### config.mk
export PLATFORM = sky130hd
export DESIGN_NAME = prim_ram_2p_bist
export DESIGN_NICKNAME = d
export VERILOG_FILES = /design/src/rtl/prim_ram_2p_bist.sv
export SDC_FILE = /design/constraint.sdc
export NUM_CORES = 1
export LEC_CHECK = 0
export ABC_AREA = 0
export BUFFER_PORTS_ARGS = -buffer_cell sky130_fd_sc_hd__buf_2
export CAP_MARGIN = 30
export CELL_PAD_IN_SITES_DETAIL_PLACEMENT = 0
export CELL_PAD_IN_SITES_GLOBAL_PLACEMENT = 1
export CORE_ASPECT_RATIO = 0.9
export CORE_MARGIN = 2
export CORE_UTILIZATION = 34
export CTS_CLUSTER_SIZE = 12
export DETAILED_ROUTE_END_ITERATION = 16
export PLACE_DENSITY_LB_ADDON = 0.12
export SETUP_SLACK_MARGIN = 0.2
export SLEW_MARGIN = 10
export SYNTH_ARGS = -nofsm -noshare
export SYNTH_HDL_FRONTEND = slang
export SYNTH_SLANG_ARGS = --single-unit
### constraint.sdc
create_clock -name clk_i -period 4.1 [get_ports clk_i]
set_input_delay 0.82 -clock clk_i [delete_from_list [all_inputs] [get_ports clk_i]]
set_output_delay 0.82 -clock clk_i [all_outputs]
set_load 0.01 [all_outputs]
### src/rtl/prim_ram_2p_bist.sv
// March C- style BIST initiator for one synchronous RAM port: M0 up(w0), M1 up(r0,w1), M2 down(r1,w0), M3 down(r0).
// Define PRIM_RAM_BIST_STOP_ON_FAIL_EN to end the test on the first read mismatch.
module prim_ram_2p_bist #(
  parameter int Width = 32,
  parameter int Depth = 128,
  localparam int Aw = $clog2(Depth)
) (
  input  logic             clk_i,
  input  logic             rst_i,
  input  logic             start_i,
  output logic             busy_o,
  output logic             done_o,
  output logic             pass_o,
  output logic [7:0]       err_cnt_o,
  output logic [Aw-1:0]    fail_addr_o,
  output logic             ram_req_o,
  output logic             ram_write_o,
  output logic [Aw-1:0]    ram_addr_o,
  output logic [Width-1:0] ram_wdata_o,
  output logic [Width-1:0] ram_wmask_o,
  input  logic [Width-1:0] ram_rdata_i
);

  typedef enum logic [3:0] {
    ST_IDLE,
    ST_M0,
    ST_M1_RD,
    ST_M1_WR,
    ST_M2_RD,
    ST_M2_WR,
    ST_M3_RD,
    ST_FLUSH,
    ST_DONE
  } state_e;

  localparam logic [Aw-1:0] LastAddr = Aw'(Depth - 1);
  localparam logic [Aw-1:0] AddrOne  = Aw'(1);

  state_e          state_q, state_d;
  logic [Aw-1:0]   addr_q, addr_d;
  logic            rd_pend_q, rd_pend_d;
  logic            rd_exp_q, rd_exp_d;
  logic [Aw-1:0]   rd_addr_q, rd_addr_d;
  logic [7:0]      err_cnt_q, err_cnt_d;
  logic [Aw-1:0]   fail_addr_q, fail_addr_d;

  logic            mismatch;
  logic            stop_now;
  logic            is_rd;

  // Compare the word requested last cycle against the background it should hold.
  assign mismatch = rd_pend_q && (ram_rdata_i != {Width{rd_exp_q}});

`ifdef PRIM_RAM_BIST_STOP_ON_FAIL_EN
  assign stop_now = mismatch && (err_cnt_q == 8'd0);
`else
  assign stop_now = 1'b0;
`endif

  always_comb begin
    state_d     = state_q;
    addr_d      = addr_q;
    err_cnt_d   = err_cnt_q;
    fail_addr_d = fail_addr_q;
    rd_exp_d    = rd_exp_q;
    rd_addr_d   = addr_q;
    is_rd       = 1'b0;

    if (mismatch) begin
      if (err_cnt_q != 8'hff) begin
        err_cnt_d = err_cnt_q + 8'd1;
      end
      if (err_cnt_q == 8'd0) begin
        fail_addr_d = rd_addr_q;
      end
    end

    unique case (state_q)
      ST_IDLE, ST_DONE: begin
        if (start_i) begin
          state_d     = ST_M0;
          addr_d      = '0;
          err_cnt_d   = 8'd0;
          fail_addr_d = '0;
        end
      end
      ST_M0: begin
        if (addr_q == LastAddr) begin
          state_d = ST_M1_RD;
          addr_d  = '0;
        end else begin
          addr_d = addr_q + AddrOne;
        end
      end
      ST_M1_RD: begin
        is_rd    = 1'b1;
        rd_exp_d = 1'b0;
        state_d  = ST_M1_WR;
      end
      ST_M1_WR: begin
        if (addr_q == LastAddr) begin
          state_d = ST_M2_RD;
        end else begin
          state_d = ST_M1_RD;
          addr_d  = addr_q + AddrOne;
        end
      end
      ST_M2_RD: begin
        is_rd    = 1'b1;
        rd_exp_d = 1'b1;
        state_d  = ST_M2_WR;
      end
      ST_M2_WR: begin
        if (addr_q == '0) begin
          state_d = ST_M3_RD;
          addr_d  = LastAddr;
        end else begin
          state_d = ST_M2_RD;
          addr_d  = addr_q - AddrOne;
        end
      end
      ST_M3_RD: begin
        is_rd    = 1'b1;
        rd_exp_d = 1'b0;
        if (addr_q == '0) begin
          state_d = ST_FLUSH;
        end else begin
          addr_d = addr_q - AddrOne;
        end
      end
      ST_FLUSH: begin
        state_d = ST_DONE;
      end
      default: begin
        state_d = ST_IDLE;
      end
    endcase

    // An early stop abandons any read in flight so DONE never compares.
    if (stop_now) begin
      state_d = ST_DONE;
    end
    rd_pend_d = is_rd && !stop_now;
  end

  always_ff @(posedge clk_i or posedge rst_i) begin
    if (rst_i) begin
      state_q     <= ST_IDLE;
      addr_q      <= '0;
      rd_pend_q   <= 1'b0;
      rd_exp_q    <= 1'b0;
      rd_addr_q   <= '0;
      err_cnt_q   <= 8'd0;
      fail_addr_q <= '0;
    end else begin
      state_q     <= state_d;
      addr_q      <= addr_d;
      rd_pend_q   <= rd_pend_d;
      rd_exp_q    <= rd_exp_d;
      rd_addr_q   <= rd_addr_d;
      err_cnt_q   <= err_cnt_d;
      fail_addr_q <= fail_addr_d;
    end
  end

  // RAM port and status decode straight from state so reset clears them in the same cycle.
  always_comb begin
    ram_req_o   = 1'b0;
    ram_write_o = 1'b0;
    ram_wdata_o = '0;
    unique case (state_q)
      ST_M0, ST_M2_WR: begin
        ram_req_o   = 1'b1;
        ram_write_o = 1'b1;
      end
      ST_M1_WR: begin
        ram_req_o   = 1'b1;
        ram_write_o = 1'b1;
        ram_wdata_o = '1;
      end
      ST_M1_RD, ST_M2_RD, ST_M3_RD: begin
        ram_req_o = 1'b1;
      end
      default: begin
        ram_req_o = 1'b0;
      end
    endcase
  end

  assign ram_addr_o  = ram_req_o ? addr_q : '0;
  assign ram_wmask_o = ram_write_o ? '1 : '0;

  assign busy_o      = ram_req_o || (state_q == ST_FLUSH);
  assign done_o      = (state_q == ST_DONE);
  assign pass_o      = done_o && (err_cnt_q == 8'd0);
  assign err_cnt_o   = err_cnt_q;
  assign fail_addr_o = fail_addr_q;

endmodule
# --- After elaboration in Yosys (flattened, before gate mapping) ---
# Cells that the tools add are included.
word_totals:
  reg_bits: 35
  latch_bits: 0
  ramBits: 0
  mem_bits_ro: 0
  inputBits: 35
  elab_cells: 68
  memories: 0
classes:
  n_addsub: 3
  mul: 0
  div_mod_pow: 0
  n_lt_le_gt_ge: 0
  n_eq_ne: 16
  shifts: 0
  muxes: 27
  bitwise: 0
  reduce_logical: 15
op_table:
  columns: ["cell", "count"]
  rows:
  - ["7-bit 2-to-1 mux", 10]
  - ["32-bit 2-to-1 mux", 2]
  - ["7-bit case mux with 5 select lines", 1]
  - ["8-bit 2-to-1 mux", 4]
  - ["32-bit != test", 1]
  - ["4-bit case mux with 8 select lines", 1]
  - ["4-bit by 3-bit == test with 1-bit output (second input constant)", 4]
  - ["4-bit 2-to-1 mux", 3]
  - ["2-bit != test (second input constant)", 5]
  - ["8-bit by 1-bit adder with 8-bit output (second input constant)", 1]
  - ["4-bit by 2-bit == test with 1-bit output (second input constant)", 2]
  - ["8-bit zero test", 1]
  - ["8-bit != test (second input constant)", 1]
  - ["7-bit by 1-bit adder with 7-bit output (second input constant)", 1]
  - ["7-bit == test (second input constant)", 1]
  - ["7-bit zero test", 1]
  - ["7-bit by 1-bit subtractor with 7-bit output (second input constant)", 1]
  - ["3-bit OR reduction", 2]
  - ["6-bit OR reduction", 1]
  - ["5-bit nonzero test", 1]
  - ["4-bit by 1-bit == test with 1-bit output (second input constant)", 1]
  - ["4-bit == test (second input constant)", 1]
  - ["4-bit zero test", 1]
  - ["4-bit AND reduction", 1]
  - ["other kinds (9)", 13]

# --- Longest topological paths before layout ---
logic_depth:
  ltp_word: 5
  depth_mapped: 8
  depth_no_buf: 7

# --- Worst setup path before layout ---
# No wires, ideal clock.
synth_path:
  path_type: "register to output"
  startpoint: "register state_q[2]"
  endpoint: "output port ram_wdata_o[10]"
  arrival_time_ns: 2.713
  t_required_ns: 3.280
  slack_ns: 0.567
  stages_incl_launch_ff: 3
  path_buffers: 1
  path_cell_list: "dfrtp_1 -> nor3_1 -> buf_4"
synth_between:
  elab_chain_len: 2
synth_rtl:
  columns: ["element", "line_no", "source"]
  rows:
  - ["start, declared", "39", "state_e state_q, state_d;"]
  - ["start signal, assigned", "156", "state_q <= state_d;"]
  - ["4-bit by 2-bit == test with 1-bit output", "171", "unique case (state_q)"]
  - ["32-bit 2-to-1 mux", "171", null]
  - ["end, declared", "19", "output logic [Width-1:0] ram_wdata_o,"]
# Every way passes these cells.

# --- Worst setup path after layout ---
layout_path:
  startpoint: "register state_q[3]"
  endpoint: "output port ram_addr_o[5]"
layout_between:
  elab_chain_len: 4
  word_cells_on_any_way: 9
  classes_between: "eq/ne: 6; mux: 2; reduce/logical: 1"
layout_rtl:
  columns: ["element", "line_no", "source"]
  rows:
  - ["4-bit by 2-bit == test with 1-bit output, or another cell as far along", "171", null]
  - ["6-bit OR reduction (no line) *", null, null]
  - ["1-bit 2-to-1 mux *", "171", null]
  - ["7-bit 2-to-1 mux *", "190", "assign ram_addr_o = ram_req_o ? addr_q : '0;"]
  - ["end, declared", "18", "output logic [Aw-1:0] ram_addr_o,"]
# Mark *: on every way between the ends. The rest lies on a longest branch, timed or not.

==> results.yml <==
outcome:
  status: "complete, no violations"
drt:
  via_per_inst: 4.91
  drt-wirelength-per-cell_microns: 13.5
  finalWirelength_microns: 6510
  drtIter0Drc: 42
  drt.antenna.violating_nets: 0
  drc: 0
  first_pass_iters: 4
  vias: 2364
place:
  place_congestion: 0.765
  dpl.hpwl_microns: 4950
  numPortBuffers: 125
  placed_area_sq_um: 2970
clocking:
  clock_sinks: 35
  cts_max_level: 2
  cts_hold_buffers: 0
  tritoncts: "built"
  postCtsSetupBuffers: 0
  cts_buffers: 5
  clock_path_buffers: 2
  cts_resized: 0
  cts_root_buffer: "clkbuf_8"
  clock_latency_ps: 290
  path_clk_slew_ps: 70
yosys:
  syn_avg_cell_area_sq_um: 8.45
  yosys_warnings: 0
  ys_seq_area_share_pct: 32.2
  syn_inst: 322
  async_flop_share_pct: 100
  yosysUniqueCellTypes: 50
  synth_fp_nets: 362
  syn_area_sq_um: 2720
  ys_seq_elements: 35
  synth_top_flop_cell: "dfrtp_1"
  synth-edff-count: 0
critical_path:
  reg2regPathDepth: 6
  crit_fanout: 34
  r2r_start: "state_q[0]"
  reg2reg_to: "addr_q[6]"
  crit_type: "reg2out"
  cp-end-kind: "output pin"
  cp.required_ps: 3280
  crit_path_start_kind: "register"
  arrival_ps: 2130
  rrSetupSlack_ps: 1630
timing:
  finalSetupViolCount: 0
  finalMaxSlewViolations: 0
  tns_ps: 0
  rsz0062_at_grt: "false"
  slew_headroom_pct: 46.3
  period_needed_ps: 2950
  clock_skew_ps: 7.54
  finalHoldViolations: 0
  fmax_ghz: 0.339
  finalCritPeriodShare_pct: 71.9
  tightest_slew_ps: 798
layout:
  multi_input_area_sq_um: 1280
  seqCellArea_sq_um: 876
  filler_cell_count: 853
  area_growth_pct: 12.7
  n_antenna_cell: 0
  drive_gt1_share_pct: 39.7
  fin_nets: 424
  final_area_sq_um: 3070
floorplanning:
  start_util_pct: 35.5
  die-area_sq_um: 8740
  ioPinCount: 126
  core_sq_um: 7660
  die_h_microns: 88.9
  num_rows: 30
  die_w_microns: 98.3
min_path:
  hold_class: "reg2reg"
  hold_path_depth: 0
  hold_start: "addr_q[1]"
  min_to: "rd_addr_q[1]"
global_route:
  grt_pass1_vias: 2025
  globalRouteTotalUtil_pct: 14.2
  antenna_found_initial: 0
  grt-ovfl-total: 0
  grt_max_degree: 36
  grt_pass1_wl_microns: 9980
pwr:
  powerDensity_nw_per_um2: 213
  p_leak_nw: 1.67
  vdd_drop_max_uv: 97.2
flow_run:
  cap_viol_max_count: 0
[critical path, stage by stage (launching register included)]
cell      delay [ps]
dfrtp_1          600
nand2b_1         180
a21oi_1           50
buf_4            230
nor2_1           510
nor2b_1          100
buf_2            170
[synth_stat cells (2+ instances only)]
| cell | count | area share, % |
|---|---|---|
| nand3_1 | 17 | 3.1 |
| nor3b_1 | 2 | 0.55 |
| and3_1 | 4 | 0.92 |
| nand2b_1 | 2 | 0.46 |
| o22ai_1 | 2 | 0.46 |
| o21ai_1 | 5 | 0.92 |
| xor2_1 | 3 | 0.97 |
| nor3_1 | 14 | 2.6 |
| nor4_1 | 3 | 0.69 |
| or4_4 | 3 | 1.2 |
| nand4_1 | 5 | 1.1 |
| clkbuf_1 | 6 | 0.83 |
| and3_2 | 2 | 0.55 |
| inv_1 | 11 | 1.5 |
| ha_1 | 5 | 2.3 |
| nor4_2 | 2 | 0.92 |
| or4_1 | 2 | 0.55 |
| or3_1 | 5 | 1.1 |
| a21oi_1 | 17 | 3.1 |
| buf_4 | 65 | 18 |
| o21ai_0 | 10 | 1.8 |
| dfrtp_1 | 35 | 32 |
| and2_1 | 2 | 0.46 |
| nor2_1 | 32 | 4.4 |
| mux2i_1 | 9 | 3.3 |
| a31oi_1 | 2 | 0.46 |
| nor2b_1 | 10 | 2.3 |
| nor4_4 | 2 | 1.6 |
| o22ai_2 | 2 | 0.92 |
| o21a_1 | 2 | 0.55 |
| a41o_2 | 2 | 0.83 |
| nand2_1 | 20 | 2.8 |
| o211ai_1 | 2 | 0.55 |
[metrics by stage]
step                util [%]  std cells  total power (W)  setup slack, ps  hold slack (ps)
finish                  40.1        481         0.000653             1150              455
global route            40.1        481         0.000688              929              477
CTS                     40.1        481         0.000666             1120              458
detailed placement      38.8        473         0.000388             1400              440
global placement        38.8        473         0.000387             1440              444
floorplan                  -        322         0.000363              567              352
[how the worst max path moves through the flow]
stage,startpoint,endpoint,slack (ps),depth (start not counted)
after global placement,ram_rdata_i[18],fail_addr_o[3],1440,7
after CTS,state_q[3],ram_addr_o[5],1120,6
after detailed placement,ram_rdata_i[2],fail_addr_o[0],1400,7
final,state_q[3],ram_addr_o[5],1150,6
after global routing,state_q[3],ram_addr_o[5],930,6
after floorplan,state_q[2],ram_wdata_o[10],570,2
[kinds of logic after synthesis]
group           after synthesis  share of synthesized area [%]
xor+xnor                      3                          0.966
mux                           9                           3.31
compound gates               56                           14.1
buf+inv                      84                           20.9
fa+ha+maj                     5                           2.30
simple gates                130                           26.3
flops                        35                           32.2
[layout make-up]
type,count,area share (%)
clock buffers,8,3.26
inverters,11,1.35
multi-input cells,203,41.8
flip-flops and latches,35,28.5
well taps,96,3.92
repair buffers,128,21.1
[sequential cells by signal (all words and copies together) (netlist names)]
signal,flops
rd_exp_q,1
addr_q,7
err_cnt_o,8
state_q,4
rd_addr_q,7
rd_pend_q,1
fail_addr_o,7
[where the power goes]
part,switching (W),internal [W],leakage [nW],total (W)
combinational,0.0000198,0.0000157,1.17,0.0000355
sequential,0.000000000103,0.000345,0.444,0.000345
clock,0.000119,0.000153,0.0515,0.000272
[metal layers]
layer  global-route usage, %  vias up  part of all wire, %
met3                    3.48        5                  7.5
met2                    21.9       86                   44
met4                    4.48        0                 0.98
li1                        -     1194                    -
met5                       0        -                    0
met1                    19.8     1079                   48
[placed cells by master, fill, tap and decap left out, types with 3 or more instances in the layout]
cell type | Yosys | final
a21oi_1 | 17 | 17
and3_1 | 4 | 4
buf_2 | 1 | 125
buf_4 | 65 | 3
clkbuf_8 | 0 | 7
dfrtp_1 | 35 | 35
ha_1 | 5 | 5
inv_1 | 11 | 11
mux2i_1 | 9 | 9
nand2_1 | 20 | 20
nand3_1 | 17 | 17
nand4_1 | 5 | 5
nor2_1 | 32 | 32
nor2b_1 | 10 | 10
nor3_1 | 14 | 13
nor4_1 | 3 | 3
o21ai_0 | 10 | 10
o21ai_1 | 5 | 5
or3_1 | 5 | 5
or4_4 | 3 | 3
xor2_1 | 3 | 3
Note: power is estimated with default switching activity, not from simulation.
